===== src/rtl/fetch_pipe_if.sv =====
// Fetch-stage bundle: PC redirect controls in, imem address and IF/ID register contents out.
// The slave modport is the fetch stage; the master modport is its driver.
interface fetch_pipe_if #(
    parameter int unsigned N = 64
);
    logic         Stall_F;
    logic         PCSrc_F;
    logic [N-1:0] PCBranch_F;
    logic         EProc_F;
    logic [N-1:0] EVAddr_F;
    logic         ERet_F;
    logic [31:0]  imem_data_F;
    logic [N-1:0] imem_addr_F;
    logic [N-1:0] NextPC_F;
    logic [31:0]  instr_D;
    logic [N-1:0] pc_D;
    logic         valid_D;
    logic         misalign_F;
    logic [N-1:0] ELR_F;

    modport master (
        output Stall_F, PCSrc_F, PCBranch_F, EProc_F, EVAddr_F, ERet_F, imem_data_F,
        input  imem_addr_F, NextPC_F, instr_D, pc_D, valid_D, misalign_F, ELR_F
    );

    modport slave (
        input  Stall_F, PCSrc_F, PCBranch_F, EProc_F, EVAddr_F, ERet_F, imem_data_F,
        output imem_addr_F, NextPC_F, instr_D, pc_D, valid_D, misalign_F, ELR_F
    );
endinterface


===== src/rtl/fetch_pipe.sv =====
// Instruction fetch stage: PC register with branch/exception redirect and IF/ID register.
// Define FETCH_PIPE_ELR_EN to add the exception link register and ERet_F return path.
module fetch_pipe #(
    parameter int unsigned  N        = 64,
    parameter int unsigned  INC      = 4,
    parameter logic [N-1:0] RESET_PC = '0
) (
    input  logic        clk,
    input  logic        reset,
    fetch_pipe_if.slave fif
);
    localparam logic [N-1:0] INC_N = N'(INC);

    logic [N-1:0] pc;
    logic [N-1:0] pc_seq;
    logic [N-1:0] pc_next;
    logic [N-1:0] elr;
    logic [31:0]  instr_q;
    logic [N-1:0] pc_d_q;
    logic         valid_q;
    logic         ret_take;
    logic         flush;

    assign pc_seq           = pc + INC_N;
    assign fif.imem_addr_F  = pc;
    assign fif.misalign_F   = (pc % INC_N) != '0;
    assign fif.NextPC_F     = fif.PCSrc_F ? fif.PCBranch_F : pc_seq;

`ifdef FETCH_PIPE_ELR_EN
    // An exception in the same cycle as a return wins; the return is dropped.
    assign ret_take = fif.ERet_F & ~fif.EProc_F;

    always_ff @(posedge clk) begin
        if (reset) begin
            elr <= '0;
        end else if (fif.EProc_F) begin
            elr <= fif.NextPC_F;
        end
    end
`else
    logic unused_eret;
    assign unused_eret = fif.ERet_F;
    assign ret_take    = 1'b0;
    assign elr         = '0;
`endif

    assign fif.ELR_F = elr;
    assign flush     = fif.EProc_F | ret_take | fif.PCSrc_F;

    always_comb begin
        pc_next = pc_seq;
        if (fif.EProc_F) begin
            pc_next = fif.EVAddr_F;
        end else if (ret_take) begin
            pc_next = elr;
        end else if (fif.PCSrc_F) begin
            pc_next = fif.PCBranch_F;
        end else if (fif.Stall_F) begin
            pc_next = pc;
        end
    end

    always_ff @(posedge clk) begin
        if (reset) begin
            pc      <= RESET_PC;
            instr_q <= '0;
            pc_d_q  <= '0;
            valid_q <= 1'b0;
        end else begin
            pc <= pc_next;
            // A redirect still captures the slot, but marks it as a bubble.
            if (flush) begin
                instr_q <= fif.imem_data_F;
                pc_d_q  <= pc;
                valid_q <= 1'b0;
            end else if (!fif.Stall_F) begin
                instr_q <= fif.imem_data_F;
                pc_d_q  <= pc;
                valid_q <= ~fif.misalign_F;
            end
        end
    end

    assign fif.instr_D = instr_q;
    assign fif.pc_D    = pc_d_q;
    assign fif.valid_D = valid_q;
endmodule

===== src/flat_wrapper.sv =====
// flat-port wrapper written by rule: the top's interface ports become plain ports
module fetch_pipe_flat 
#(
    parameter int unsigned  N        = 64,
    parameter int unsigned  INC      = 4,
    parameter logic [N-1:0] RESET_PC = '0
)
  (clk, reset, fif_Stall_F, fif_PCSrc_F, fif_PCBranch_F, fif_EProc_F, fif_EVAddr_F, fif_ERet_F, fif_imem_data_F, fif_imem_addr_F, fif_NextPC_F, fif_instr_D, fif_pc_D, fif_valid_D, fif_misalign_F, fif_ELR_F);
  fetch_pipe_if #(.N(N)) fif_i ();
  input  logic clk;
  input  logic reset;
  input wire logic [$bits(fif_i.Stall_F)-1:0] fif_Stall_F;
  input wire logic [$bits(fif_i.PCSrc_F)-1:0] fif_PCSrc_F;
  input wire logic [$bits(fif_i.PCBranch_F)-1:0] fif_PCBranch_F;
  input wire logic [$bits(fif_i.EProc_F)-1:0] fif_EProc_F;
  input wire logic [$bits(fif_i.EVAddr_F)-1:0] fif_EVAddr_F;
  input wire logic [$bits(fif_i.ERet_F)-1:0] fif_ERet_F;
  input wire logic [$bits(fif_i.imem_data_F)-1:0] fif_imem_data_F;
  output wire logic [$bits(fif_i.imem_addr_F)-1:0] fif_imem_addr_F;
  output wire logic [$bits(fif_i.NextPC_F)-1:0] fif_NextPC_F;
  output wire logic [$bits(fif_i.instr_D)-1:0] fif_instr_D;
  output wire logic [$bits(fif_i.pc_D)-1:0] fif_pc_D;
  output wire logic [$bits(fif_i.valid_D)-1:0] fif_valid_D;
  output wire logic [$bits(fif_i.misalign_F)-1:0] fif_misalign_F;
  output wire logic [$bits(fif_i.ELR_F)-1:0] fif_ELR_F;
  assign fif_i.Stall_F = fif_Stall_F;
  assign fif_i.PCSrc_F = fif_PCSrc_F;
  assign fif_i.PCBranch_F = fif_PCBranch_F;
  assign fif_i.EProc_F = fif_EProc_F;
  assign fif_i.EVAddr_F = fif_EVAddr_F;
  assign fif_i.ERet_F = fif_ERet_F;
  assign fif_i.imem_data_F = fif_imem_data_F;
  assign fif_imem_addr_F = fif_i.imem_addr_F;
  assign fif_NextPC_F = fif_i.NextPC_F;
  assign fif_instr_D = fif_i.instr_D;
  assign fif_pc_D = fif_i.pc_D;
  assign fif_valid_D = fif_i.valid_D;
  assign fif_misalign_F = fif_i.misalign_F;
  assign fif_ELR_F = fif_i.ELR_F;
  fetch_pipe #(.N(N), .INC(INC), .RESET_PC(RESET_PC)) u_core (.clk(clk), .reset(reset), .fif(fif_i));
endmodule

===== config.mk =====
export PLATFORM = sky130hd
export DESIGN_NAME = fetch_pipe_flat
export DESIGN_NICKNAME = d
export VERILOG_FILES = /design/src/rtl/fetch_pipe_if.sv /design/src/rtl/fetch_pipe.sv /design/src/flat_wrapper.sv
export SDC_FILE = /design/constraint.sdc
export NUM_CORES = 1
export LEC_CHECK = 0
export ABC_CLOCK_PERIOD_IN_PS = 2900
export CAP_MARGIN = 10
export CORE_AREA = 2 2 178 180
export CTS_CLUSTER_SIZE = 25
export DETAILED_ROUTE_END_ITERATION = 16
export DIE_AREA = 0 0 180 182
export PLACE_DENSITY = 0.65
export SLEW_MARGIN = 5
export SYNTH_ARGS = -nofsm -noshare
export SYNTH_HDL_FRONTEND = slang
export SYNTH_SLANG_ARGS = --single-unit

===== constraint.sdc =====
create_clock -name clk -period 2.9 [get_ports clk]
set_clock_uncertainty 0.15 [all_clocks]
set_input_delay 0.435 -clock clk [delete_from_list [all_inputs] [get_ports clk]]
set_output_delay 0.435 -clock clk [all_outputs]
set_load 0.03 [all_outputs]

# Yosys cells after proc, flatten, opt, wreduce, memory -nomap -nowiden
# Cells that the tools add are included.
[word_totals] reg_bits=161 inputBits=166 out_inout_bits=290 elab_cells=19
[classes] add_sub_neg=1 n_eq_ne=2 n_mux=8 bitwise=2 reduce_logical=2
[ops] operator="two-way mux 64 bit" n=6
[ops] operator="adder 64 x 3 -> 64 bit, second input constant" n=1
[ops] operator="two-way mux 32 bit" n=2
[ops] operator="nonzero test 64 bit" n=1
[ops] operator="inequality test 3 x 1 -> 1 bit, second input constant" n=1
[ops] operator="inequality test 2 x 1 -> 1 bit, second input constant" n=1
[ops] operator="OR reduction 2 bit" n=1
[ops] operator="inverter 1 bit" n=1
[ops] operator="OR 1 bit" n=1

# Longest topological paths before layout
[depth] depth_word=4 mapped_depth=9 depth_no_buf=7

# Least setup slack after synthesis
# No wires, ideal clock.
[synth_path] kind="flip-flop to output port" start="register u_core.pc[23], in the netlist u_core.fif.imem_addr_F[23]" end="output fif_NextPC_F[35]" arrival_time_ns=2.876 required_ns=2.315 path_slack_ns=-0.561 path_stages_with_launch=9 n_path_buf=2 cell_sequence="dfxtp_1 > buf_2 > nand3_2 > or4_1 > or4_1 > buf_2 > nor2_1 > xnor2_1 > o21ai_0"
[synth_via] elab_chain_cells=2
[synth_lines] item="from (decl)" line_no="fetch_pipe.sv:14" source="logic [N-1:0] pc;"
[synth_lines] item="from (signal assigned)" line_no="fetch_pipe.sv:70" source="pc <= pc_next;"
[synth_lines] item="adder 64 x 3 -> 64 bit" line_no="fetch_pipe.sv:24" source="assign pc_seq = pc + INC_N;"
[synth_lines] item="two-way mux 64 bit" line_no="fetch_pipe.sv:27" source="assign fif.NextPC_F = fif.PCSrc_F ? fif.PCBranch_F : pc_seq;"
[synth_lines] item="to (decl)" line_no="flat_wrapper.sv:20" source="output wire logic [$bits(fif_i.NextPC_F)-1:0] fif_NextPC_F;"
# Every way passes these cells.

# Final worst setup path
[layout_path] start="register u_core.pc[24], in the netlist u_core.fif.imem_addr_F[24]" end="output fif_NextPC_F[48]"
# Same word-level chain as after synthesis.

==> qor.csv <==
stage;metric;value;unit
run_status;status;finished, violations left;
run_status;violated checks;negative setup slack;
global_route;Congestion Overflow GR;0;
route;drc violations;0;
cts;CTS root buf;clkbuf_16;
cts;Reg clk slew, reported paths;0.07;ns
power_and_ir_drop;logic gate share of total power;0.310;
placement;placed inst area;14710;um2
cts;CTS tree;done;
power_and_ir_drop;total power;0.007013;W
power_and_ir_drop;Clock Power Share;0.343;
layout;Nets;1975;
layout;area grow syn2layout;74.17;%
route;via/cell ratio;5.177;
worst_setup_path;critical path data required time;2.32;ns
sta;fin worst setup slack;-0.3516;ns
floorplan;area of the core;30990;um2
power_and_ir_drop;Peak VDD IR;328.2;uV
layout;share of layout cells above drive strength 1;0.2559;
route;routed wire length;43.10;mm
placement;Port Buf Inserts;390;
floorplan;Die Wd;180;um
job;MaxCap Viol Count;0;
global_route;largest net degree at the start of global routing;104;
synth;Yosys reg bits;161;
sta;worst hold margin;0.2343;ns
power_and_ir_drop;leak pwr;6.619;nW
cts;H-tree Lvls;4;
synth;Synth Cell Area;9552;um2
global_route;initial antenna violation count;8;
worst_setup_path;CP max FO;5;
synth;EDFF count, synth;0;
worst_hold_path;Hold Path Class;input port to flop;
sta;slew margin rel.;0.5780;
global_route;first-pass GRT wire length;65.47;mm
route;average wire per standard cell;19.36;um
floorplan;effective utilization at floorplan;0.3083;
sta;Slew Viols, Final;0;
floorplan;site row count;65;
sta;FMAX;307.5;MHz
synth;post-synthesis cell count;1311;
floorplan;full die area;32760;um2
layout;final instance area;16640;um2
worst_setup_path;worst reg-to-reg setup slack;0.09;ns
synth;Syn Area/Cell;7.286;um2
global_route;vias in the first global route;11350;
placement;GP Congestion;0.9369;
cts;Clock Tree Buf Depth;2;
sta;RSZ-0062 raised after global routing;yes;
global_route;GRT Total Usage;0.2546;
floorplan;IO Pins;456;
cts;number of buffers created by CTS;17;
synth;top_reg_cell synth;dfxtp_1;
power_and_ir_drop;Sw Pwr;0.002351;W
sta;period utilization;1.121;
worst_setup_path;Setup crit end kind;primary output;
placement;Post-Place Worst Slack;-0.06234;ns
cts;CTS Sinks;161;
worst_setup_path;Arrival @ worst endpoint;2.67;ns
sta;worst-margin pin slew;0.6330;ns
route;DR iter-0 viols;808;
layout;fin util;0.5369;
power_and_ir_drop;power per cell area;421.5;nW/um2
floorplan;Die Y;182;um
power_and_ir_drop;sequential share of power;0.347;
synth;sequential fraction of the synthesis area;0.3374;
route;first-pass detailed-route iteration total;7;
sta;Fin. Hold Viols;0;
synth;Synth async-reset ratio;0;
synth;synth unique cells;64;
worst_setup_path;crit path kind;flop to primary output;
power_and_ir_drop;Internal;0.004661;W
route;DR vias;11530;
sta;fin crit period;3.252;ns
cts;clk_lat worst skew;0.44;ns
power_and_ir_drop;Sw Share;0.3353;
route;DRT antenna net count;0;
synth;Synth Warn #;0;
placement;DP HPWL;30.87;mm
sta;final setup violation count;30;
worst_setup_path;CP Launch Type;flop;
## synth_stat cells, drive strengths merged (4+ instances only)
cell type | number | area [um2]
a211oi | 20 | 150.1
a21o | 5 | 37.54
a21oi | 155 | 775.7
a221oi | 5 | 43.79
a31oi | 8 | 50.05
and3 | 9 | 56.30
and4 | 12 | 105.1
buf | 86 | 590.6
clkbuf | 87 | 327.8
dfxtp | 161 | 3223
inv | 20 | 75.07
mux2 | 19 | 214.0
mux2i | 10 | 100.1
nand2 | 294 | 1104
nand2b | 10 | 62.56
nand3 | 29 | 155.2
nand4 | 32 | 221.5
nor2 | 60 | 225.2
nor2b | 4 | 25.02
nor3 | 31 | 165.2
nor4 | 20 | 143.9
o211a | 4 | 40.04
o211ai | 4 | 30.03
o21a | 14 | 105.1
o21ai | 72 | 360.3
o22ai | 6 | 37.54
o31a | 6 | 52.55
o31ai | 4 | 30.03
or3 | 8 | 50.05
or4 | 11 | 93.84
xnor2 | 40 | 350.3
xor2 | 28 | 245.2
## what timing repair did
item,4_1_cts,5_1_grt
pin swaps,40,68
endpoints found under the setup margin,54,53
buffers inserted,40,30
gates resized for setup,125,104
hold buffers,0,0
## routing by layer
metal  part of all wire  wire, um  GRT usage
met2               0.48     20680     0.4219
met3              0.085      3648    0.07982
met5             0.0013        54          0
met1               0.41     17580     0.3104
met4              0.026      1139    0.09203
## critical path, stage by stage, from the launching register on
cell,delay (ns)
dfxtp_2,0.35
nand3_4,0.08
buf_6,0.13
or4_4,0.54
or4_4,0.47
or3_4,0.36
a31oi_4,0.16
buf_12,0.14
## layout make-up
class                   instances  area (um2)
multi-input cells            1018        6302
fillers                      2856       14350
well taps                     402       503.0
flip-flops and latches        161        3298
clock buffers                  21       481.7
diodes                          4       10.01
inverters                      22       82.58
clock inverters                11       126.4
repair buffers                588        5832
## final timing paths
path	startpoint	to	cells after the start
max	u_core.fif.imem_addr_F[24]$_SDFFE_PP0P_	fif_NextPC_F[48]	7
min reg2reg	u_core.fif.pc_D[63]$_SDFFE_PP0P_	u_core.fif.pc_D[63]$_SDFFE_PP0P_	2
min	reset	u_core.fif.pc_D[39]$_SDFFE_PP0P_	2
max reg2reg	u_core.fif.imem_addr_F[20]$_SDFFE_PP0P_	u_core.fif.imem_addr_F[39]$_SDFFE_PP0P_	12
## power by group through the flow
stage	Combinational, W	Clock, W	Sequential, W
6_report	0.00217	0.00240	0.00244
3_5_place_dp	0.00209	0	0.00248
4_1_cts	0.00213	0.00246	0.00243
3_3_place_gp	0.00208	0	0.00247
2_1_floorplan	0.000866	0	0.00276
5_1_grt	0.00230	0.00254	0.00245
## metrics by stage
stage	TNS [ns]	instances
final	-5.420	2227
after global routing	-9.168	2226
after CTS	-6.189	2198
after detailed placement	-0.2178	2126
after global placement	-0.1310	2126
after floorplan	-0.005881	1374
## state kept, by name, indices dropped and copies added, names as in the netlist
signal,cells
u_core.fif.imem_addr_F,64
u_core.fif.instr_D,32
u_core.fif.pc_D,64
u_core.fif.valid_D,1
## placed cells by master (no fill, tap or decap), types with 36 or more instances in the layout
cell             instances
clkdlybuf4s50_1        328
nand2_1                287
buf_4                  172
a21oi_1                153
dfxtp_1                117
conb_1                  64
nor2_1                  48
o21ai_0                 44
buf_6                   40
dfxtp_2                 36
## logic make-up (layout without fill, tap and decap cells)
logic type | Yosys count | count (layout) | synth area share
flip-flops | 161 | 161 | 0.3374
XOR/XNOR | 68 | 68 | 0.06235
AO/OA/AOI/OAI | 324 | 324 | 0.1986
AND/OR/NAND/NOR | 532 | 532 | 0.2622
adder cells (fa/ha/maj) | 1 | 1 | 0.001310
buffers and inverters | 195 | 642 | 0.1048
multiplexers | 29 | 29 | 0.03288
other | 1 | 68 | 0.0003926
Power figures use the tool's default switching activity.
